===== src/rtl/fabric_driver_pkg.sv =====
// Shared definitions for the fabric driver: state encoding, nibble width and
// the mapping of stimulus bytes onto the block's four nibble inputs.
package fabric_pkg;

  localparam int NIB_W = 4;
  localparam int CNT_W = 4;

  // Frame byte order: the low byte feeds in1/in2 and the high byte feeds in3/in4.
  localparam int LO_BYTE = 0;
  localparam int HI_BYTE = 1;

  typedef enum logic [1:0] {
    WAIT_LO = 2'd0,
    WAIT_HI = 2'd1,
    APPLY   = 2'd2,
    CAPTURE = 2'd3
  } state_t;

endpackage


===== src/rtl/fabric_driver_if.sv =====
// Bundle of the IO-side stimulus/result handshakes and the block-side nibble bus.
interface fabric_driver_if
  import fabric_pkg::*;
#(
  parameter int W = NIB_W
) ();

  logic [2*W-1:0] in_data;
  logic           in_valid;
  logic           in_ready;
  logic [W-1:0]   drv_in1;
  logic [W-1:0]   drv_in2;
  logic [W-1:0]   drv_in3;
  logic [W-1:0]   drv_in4;
  logic [W-1:0]   blk_out;
  logic           blk_rdy;
  logic [W-1:0]   res_data;
  logic           res_valid;
  logic           res_ready;
  logic           busy;
  logic [7:0]     frame_count;

  modport master (
    input  in_data, in_valid, blk_out, blk_rdy, res_ready,
    output in_ready, drv_in1, drv_in2, drv_in3, drv_in4,
           res_data, res_valid, busy, frame_count
  );

  modport slave (
    output in_data, in_valid, blk_out, blk_rdy, res_ready,
    input  in_ready, drv_in1, drv_in2, drv_in3, drv_in4,
           res_data, res_valid, busy, frame_count
  );

endinterface


===== src/rtl/fabric_driver.sv =====
// Assembles two stimulus bytes into a four-nibble frame, holds it for the block,
// then captures the block's output nibble into a valid/ready result slot.
module fabric_driver
  import fabric_pkg::*;
#(
  parameter int W           = NIB_W,
  parameter int HOLD_CYCLES = 2
) (
  input  logic            clk,
  input  logic            rst,
  fabric_driver_if.master bus
);

  state_t           state_r, state_s;
  logic [2*W-1:0]   stage_r, stage_s;
  logic [W-1:0]     drv1_r, drv1_s, drv2_r, drv2_s, drv3_r, drv3_s, drv4_r, drv4_s;
  logic [CNT_W-1:0] cnt_r, cnt_s;
  logic [W-1:0]     res_data_r, res_data_s;
  logic             res_valid_r, res_valid_s;
  logic [7:0]       frame_count_r, frame_count_s;
  logic             in_ready_r, in_ready_s;
  logic             busy_r, busy_s;
  logic             xfer_s;
  logic             slot_free_s;

  assign xfer_s      = bus.in_valid && in_ready_r;
  assign slot_free_s = !res_valid_r || bus.res_ready;

  // Next-state and datapath decode; all outputs are taken from registers.
  always_comb begin
    state_s       = state_r;
    stage_s       = stage_r;
    drv1_s        = drv1_r;
    drv2_s        = drv2_r;
    drv3_s        = drv3_r;
    drv4_s        = drv4_r;
    cnt_s         = cnt_r;
    res_data_s    = res_data_r;
    frame_count_s = frame_count_r;

    if (res_valid_r && bus.res_ready) begin
      res_valid_s = 1'b0;
    end else begin
      res_valid_s = res_valid_r;
    end

    case (state_r)
      WAIT_LO: begin
        if (xfer_s) begin
          stage_s = bus.in_data;
          state_s = WAIT_HI;
        end else begin
          state_s = WAIT_LO;
        end
      end
      WAIT_HI: begin
        // All four nibbles change on one edge so the block never sees a torn frame.
        if (xfer_s) begin
          drv1_s  = stage_r[0 +: W];
          drv2_s  = stage_r[W +: W];
          drv3_s  = bus.in_data[0 +: W];
          drv4_s  = bus.in_data[W +: W];
          cnt_s   = CNT_W'(HOLD_CYCLES - 1);
          state_s = APPLY;
        end else begin
          state_s = WAIT_HI;
        end
      end
      APPLY: begin
        if (cnt_r != {CNT_W{1'b0}}) begin
          cnt_s = cnt_r - {{(CNT_W-1){1'b0}}, 1'b1};
        end else if (bus.blk_rdy) begin
          state_s = CAPTURE;
        end else begin
          state_s = APPLY;
        end
      end
      CAPTURE: begin
        // A capture on the same edge as a pop keeps res_valid high.
        if (slot_free_s) begin
          res_data_s    = bus.blk_out;
          res_valid_s   = 1'b1;
          frame_count_s = frame_count_r + 8'd1;
          state_s       = WAIT_LO;
        end else begin
          state_s = CAPTURE;
        end
      end
      default: begin
        state_s = WAIT_LO;
      end
    endcase

    in_ready_s = (state_s == WAIT_LO) || (state_s == WAIT_HI);
    busy_s     = (state_s != WAIT_LO);
  end

  // State and datapath registers with synchronous reset.
  always_ff @(posedge clk) begin
    if (rst) begin
      state_r       <= WAIT_LO;
      stage_r       <= {(2*W){1'b0}};
      drv1_r        <= {W{1'b0}};
      drv2_r        <= {W{1'b0}};
      drv3_r        <= {W{1'b0}};
      drv4_r        <= {W{1'b0}};
      cnt_r         <= {CNT_W{1'b0}};
      res_data_r    <= {W{1'b0}};
      res_valid_r   <= 1'b0;
      frame_count_r <= 8'd0;
      in_ready_r    <= 1'b1;
      busy_r        <= 1'b0;
    end else begin
      state_r       <= state_s;
      stage_r       <= stage_s;
      drv1_r        <= drv1_s;
      drv2_r        <= drv2_s;
      drv3_r        <= drv3_s;
      drv4_r        <= drv4_s;
      cnt_r         <= cnt_s;
      res_data_r    <= res_data_s;
      res_valid_r   <= res_valid_s;
      frame_count_r <= frame_count_s;
      in_ready_r    <= in_ready_s;
      busy_r        <= busy_s;
    end
  end

  assign bus.in_ready    = in_ready_r;
  assign bus.busy        = busy_r;
  assign bus.drv_in1     = drv1_r;
  assign bus.drv_in2     = drv2_r;
  assign bus.drv_in3     = drv3_r;
  assign bus.drv_in4     = drv4_r;
  assign bus.res_data    = res_data_r;
  assign bus.res_valid   = res_valid_r;
  assign bus.frame_count = frame_count_r;

endmodule


===== src/flat_wrapper.sv =====
// flat-port wrapper written by rule: the top's interface ports become plain ports
module fabric_driver_flat import fabric_pkg::*;
#(
  parameter int W           = NIB_W,
  parameter int HOLD_CYCLES = 2
)
  (clk, rst, bus_in_data, bus_in_valid, bus_blk_out, bus_blk_rdy, bus_res_ready, bus_in_ready, bus_drv_in1, bus_drv_in2, bus_drv_in3, bus_drv_in4, bus_res_data, bus_res_valid, bus_busy, bus_frame_count);
  fabric_driver_if #(.W(W)) bus_i ();
  input  logic clk;
  input  logic rst;
  input wire logic [$bits(bus_i.in_data)-1:0] bus_in_data;
  input wire logic [$bits(bus_i.in_valid)-1:0] bus_in_valid;
  input wire logic [$bits(bus_i.blk_out)-1:0] bus_blk_out;
  input wire logic [$bits(bus_i.blk_rdy)-1:0] bus_blk_rdy;
  input wire logic [$bits(bus_i.res_ready)-1:0] bus_res_ready;
  output wire logic [$bits(bus_i.in_ready)-1:0] bus_in_ready;
  output wire logic [$bits(bus_i.drv_in1)-1:0] bus_drv_in1;
  output wire logic [$bits(bus_i.drv_in2)-1:0] bus_drv_in2;
  output wire logic [$bits(bus_i.drv_in3)-1:0] bus_drv_in3;
  output wire logic [$bits(bus_i.drv_in4)-1:0] bus_drv_in4;
  output wire logic [$bits(bus_i.res_data)-1:0] bus_res_data;
  output wire logic [$bits(bus_i.res_valid)-1:0] bus_res_valid;
  output wire logic [$bits(bus_i.busy)-1:0] bus_busy;
  output wire logic [$bits(bus_i.frame_count)-1:0] bus_frame_count;
  assign bus_i.in_data = bus_in_data;
  assign bus_i.in_valid = bus_in_valid;
  assign bus_i.blk_out = bus_blk_out;
  assign bus_i.blk_rdy = bus_blk_rdy;
  assign bus_i.res_ready = bus_res_ready;
  assign bus_in_ready = bus_i.in_ready;
  assign bus_drv_in1 = bus_i.drv_in1;
  assign bus_drv_in2 = bus_i.drv_in2;
  assign bus_drv_in3 = bus_i.drv_in3;
  assign bus_drv_in4 = bus_i.drv_in4;
  assign bus_res_data = bus_i.res_data;
  assign bus_res_valid = bus_i.res_valid;
  assign bus_busy = bus_i.busy;
  assign bus_frame_count = bus_i.frame_count;
  fabric_driver #(.W(W), .HOLD_CYCLES(HOLD_CYCLES)) u_core (.clk(clk), .rst(rst), .bus(bus_i));
endmodule

===== config.mk =====
export PLATFORM = sky130hd
export DESIGN_NAME = fabric_driver_flat
export DESIGN_NICKNAME = d
export VERILOG_FILES = /design/src/rtl/fabric_driver_pkg.sv /design/src/rtl/fabric_driver_if.sv /design/src/rtl/fabric_driver.sv /design/src/flat_wrapper.sv
export SDC_FILE = /design/constraint.sdc
export NUM_CORES = 1
export LEC_CHECK = 0
export CORE_MARGIN = 5
export CORE_UTILIZATION = 41
export DETAILED_ROUTE_END_ITERATION = 10
export HOLD_SLACK_MARGIN = 0.1
export PLACE_DENSITY_LB_ADDON = 0.3
export SLEW_MARGIN = 5
export SYNTH_ARGS = -nofsm -noshare
export SYNTH_HDL_FRONTEND = slang
export SYNTH_SLANG_ARGS = --single-unit
export TNS_END_PERCENT = 10

===== constraint.sdc =====
create_clock -name clk -period 4.2 [get_ports clk]
set_input_delay 0.63 -clock clk [delete_from_list [all_inputs] [get_ports clk]]
set_output_delay 0.63 -clock clk [all_outputs]
set_load 0.03 [all_outputs]

==> metrics <==
Longest Clk Path Bufs=2; worst-path maximum fanout=6; Crit-path slowest cell=clkdlybuf4s50_1; hold_buf cts=0; CP required=about 3600 ps; syn avg cell area=8.92 um2; Worst Hold Class=reg2reg; Tcrit/Tclk final=49.0%; post-CTS setup repair buffer count=0; DIE HEIGHT=around 77 um; peak supply drop=~0.20 mV; share of cells above drive strength 1=about 7.5%; Inserted Clock Buffers=5; Core ar.=4350 um2; Seq pwr share=53.1%; CTS Root Cell=clkbuf_8; synthesized area=approximately 1800 um2; Slew @ Worst Pin=about 780 ps; worst skew pair latency=~300 ps; R2R Path Start=u_core.state_r[1]; die width=between 70 and 80 um; post-synth top area share=between 40% and 50%; NetSw=~230 uW; vias in the first global route=roughly 1500; CP peak stage delay=about 700 ps; crit path from=u_core.bus.in_ready; Max Slew Vio Count=0; post-synth top area cell=dfxtp_1; CP Cell Sequence=clkdlybuf4s50_1; DPL Wire Length=2650 um; #FFs+latches synth=45; syn_nets=230; WL per Instance=between 10 and 15 um; GR Overflow Total=0; worst path bufs/invs=1; first-pass GRT wire length=6740 um; Rel. slew slack=roughly 48%; htree depth=2; total global-route track usage=approximately 14%; max frequency=a little under 500 MHz; filler instances=~420; DRT iter0 DRCs=a little under 100; Placer Congestion=about 0.75; final core utilization=approximately 56%; io pins=48; Initial Util=42.2%; top cells by area, synth=dfxtp_1 (49%), nand2_1 (8.4%), a21oi_1 (6.5%); Worst EP arrival=between 1000 and 1500 ps; routed vias=between 1500 and 2000; yosys warns=0; CP top delay family=buffers and inverters; Min Clock Period, post-route=just over 2000 ps; clk_skew=~7.1 ps; Die ar.=roughly 5900 um2; Final WS setup=around 2100 ps; Critical Path End Type=output port; DR vias/cell=4.96; DR pass1 iterations=4; Int Power=approximately 630 uW; post_cts resized=0; status=complete, no violations; combinational power share=between 10% and 20%; clock power share=between 30 and 40%; critical path class=reg2out; drt total wl=between 3000 and 4000 um; # DRC=0; final-report setup violation count=0; Core Rows=24; Netlist cell types=33; antenna-violating nets left=0; largest net degree at the start of global routing=26; endpoints failing hold=0; Area Growth Syn to Fin=32.2%; Antenna diodes=0; Sw Ratio=between 20% and 30%; Setup TNS=0 ps; TritonCTS clock tree=done; Worst-path clk slew=approximately 90 ps; port buffer count=47; cell count after synthesis=a little over 200; Pleak=0.913 nW; RSZ-0062 raised after global routing=no; clk sink count=between 40 and 50; Layout Nets=about 280; max_cap viols=0; antenna violations before repair=0; Setup WS pre-CTS=approximately 1900 ps; Worst Setup Start Kind=flip-flop; worst hold start=u_core.stage_r[0]; Power Dens Cells=roughly 350 nW/um2; Seq/Total Area, Yosys=49.0%
layout by cell type (no fill, tap or decap), types with 2 or more instances in the layout:
cell type,count
clkdlybuf4s50_1,47
dfxtp_1,45
nand2_1,41
a21oi_1,24
nor2_1,16
mux2i_1,8
inv_1,7
nand3_1,7
ha_1,7
xor2_1,6
nand4_1,5
clkbuf_8,5
o21ai_0,4
nor3_1,4
and3_1,3
or3_1,2
nand3_2,2
mux2_4,2
inv_6,2
cell type report:
type	instances	area (um2)	share of cell area, %
flip-flops and latches	45	901	37.1
clock buffers	5	68.8	2.84
inverters	7	26.3	1.08
multi-input cells	144	863	35.6
repair buffers	48	478	19.7
clock inverters	3	25.0	1.03
well taps	52	65.1	2.68
metrics by stage:
stage | hold slack [ps] | total power [mW] | instances | area (um2)
after floorplan | 432 | 0.547 | 206 | 1840
after global placement | 441 | 0.588 | 296 | 2330
after detailed placement | 445 | 0.589 | 296 | 2330
after CTS | 451 | 0.869 | 304 | 2430
after global routing | 474 | 0.904 | 304 | 2430
final | 449 | 0.857 | 304 | 2430
power by group through the flow:
stage	Sequential (mW)	Clock [mW]	Combinational [mW]
4_1_cts	0.456	0.289	0.125
3_5_place_dp	0.465	0	0.124
6_report	0.455	0.278	0.124
5_1_grt	0.458	0.310	0.136
2_1_floorplan	0.476	0	0.0711
3_3_place_gp	0.465	0	0.123
state kept, by name, summed over array words and instances (netlist names), 2 cells and up:
name / count
u_core.bus.drv_in1: 4
u_core.bus.drv_in2: 4
u_core.bus.drv_in3: 4
u_core.bus.drv_in4: 4
u_core.bus.frame_count: 8
u_core.bus.res_data: 4
u_core.cnt_r: 4
u_core.stage_r: 8
u_core.state_r: 2
cell families after synthesis:
family	Yosys count	share of synthesized area (%)
adders and majority gates	7	4.77
muxes	10	5.99
and+or+nand+nor	86	22.3
DFF	45	49.0
buffers and inverters	17	3.95
AOI/OAI and AO/OA	34	10.6
xor gates and xnor gates	7	3.34
Yosys cell counts (all sizes together):
cell,n
nor3,5
o21ai,5
o31ai,1
and4,1
buf,8
nor3b,1
xnor2,1
a211oi,2
and2,1
nor2,16
nand4,5
nand2b,1
or3,2
nand4bb,1
mux2i,8
nand2,41
a21boi,1
xor2,6
clkbuf,2
a21bo,1
mux2,2
nand3,9
inv,7
dfxtp,45
ha,7
a21oi,24
and3,3
metal layers:
| metal | GRT usage (%) | vias up | routed length (um) |
|---|---|---|---|
| li1 | - | 781 | - |
| met1 | 17.9 | 687 | 1920 |
| met2 | 21.1 | 36 | 1640 |
| met3 | 4.33 | 5 | 202 |
| met4 | 4.55 | 0 | 51 |
| met5 | 0 | - | 0 |
final timing paths:
kind	to	slack (ps)	cells after the start
setup reg to reg	u_core.bus.busy	2410	6
hold reg to reg	u_core.bus.drv_in1[0]	450	2
setup / recovery	bus_in_ready	2140	1
hold / removal	u_core.bus.drv_in1[0]	450	2
Power figures use the tool's default switching activity.
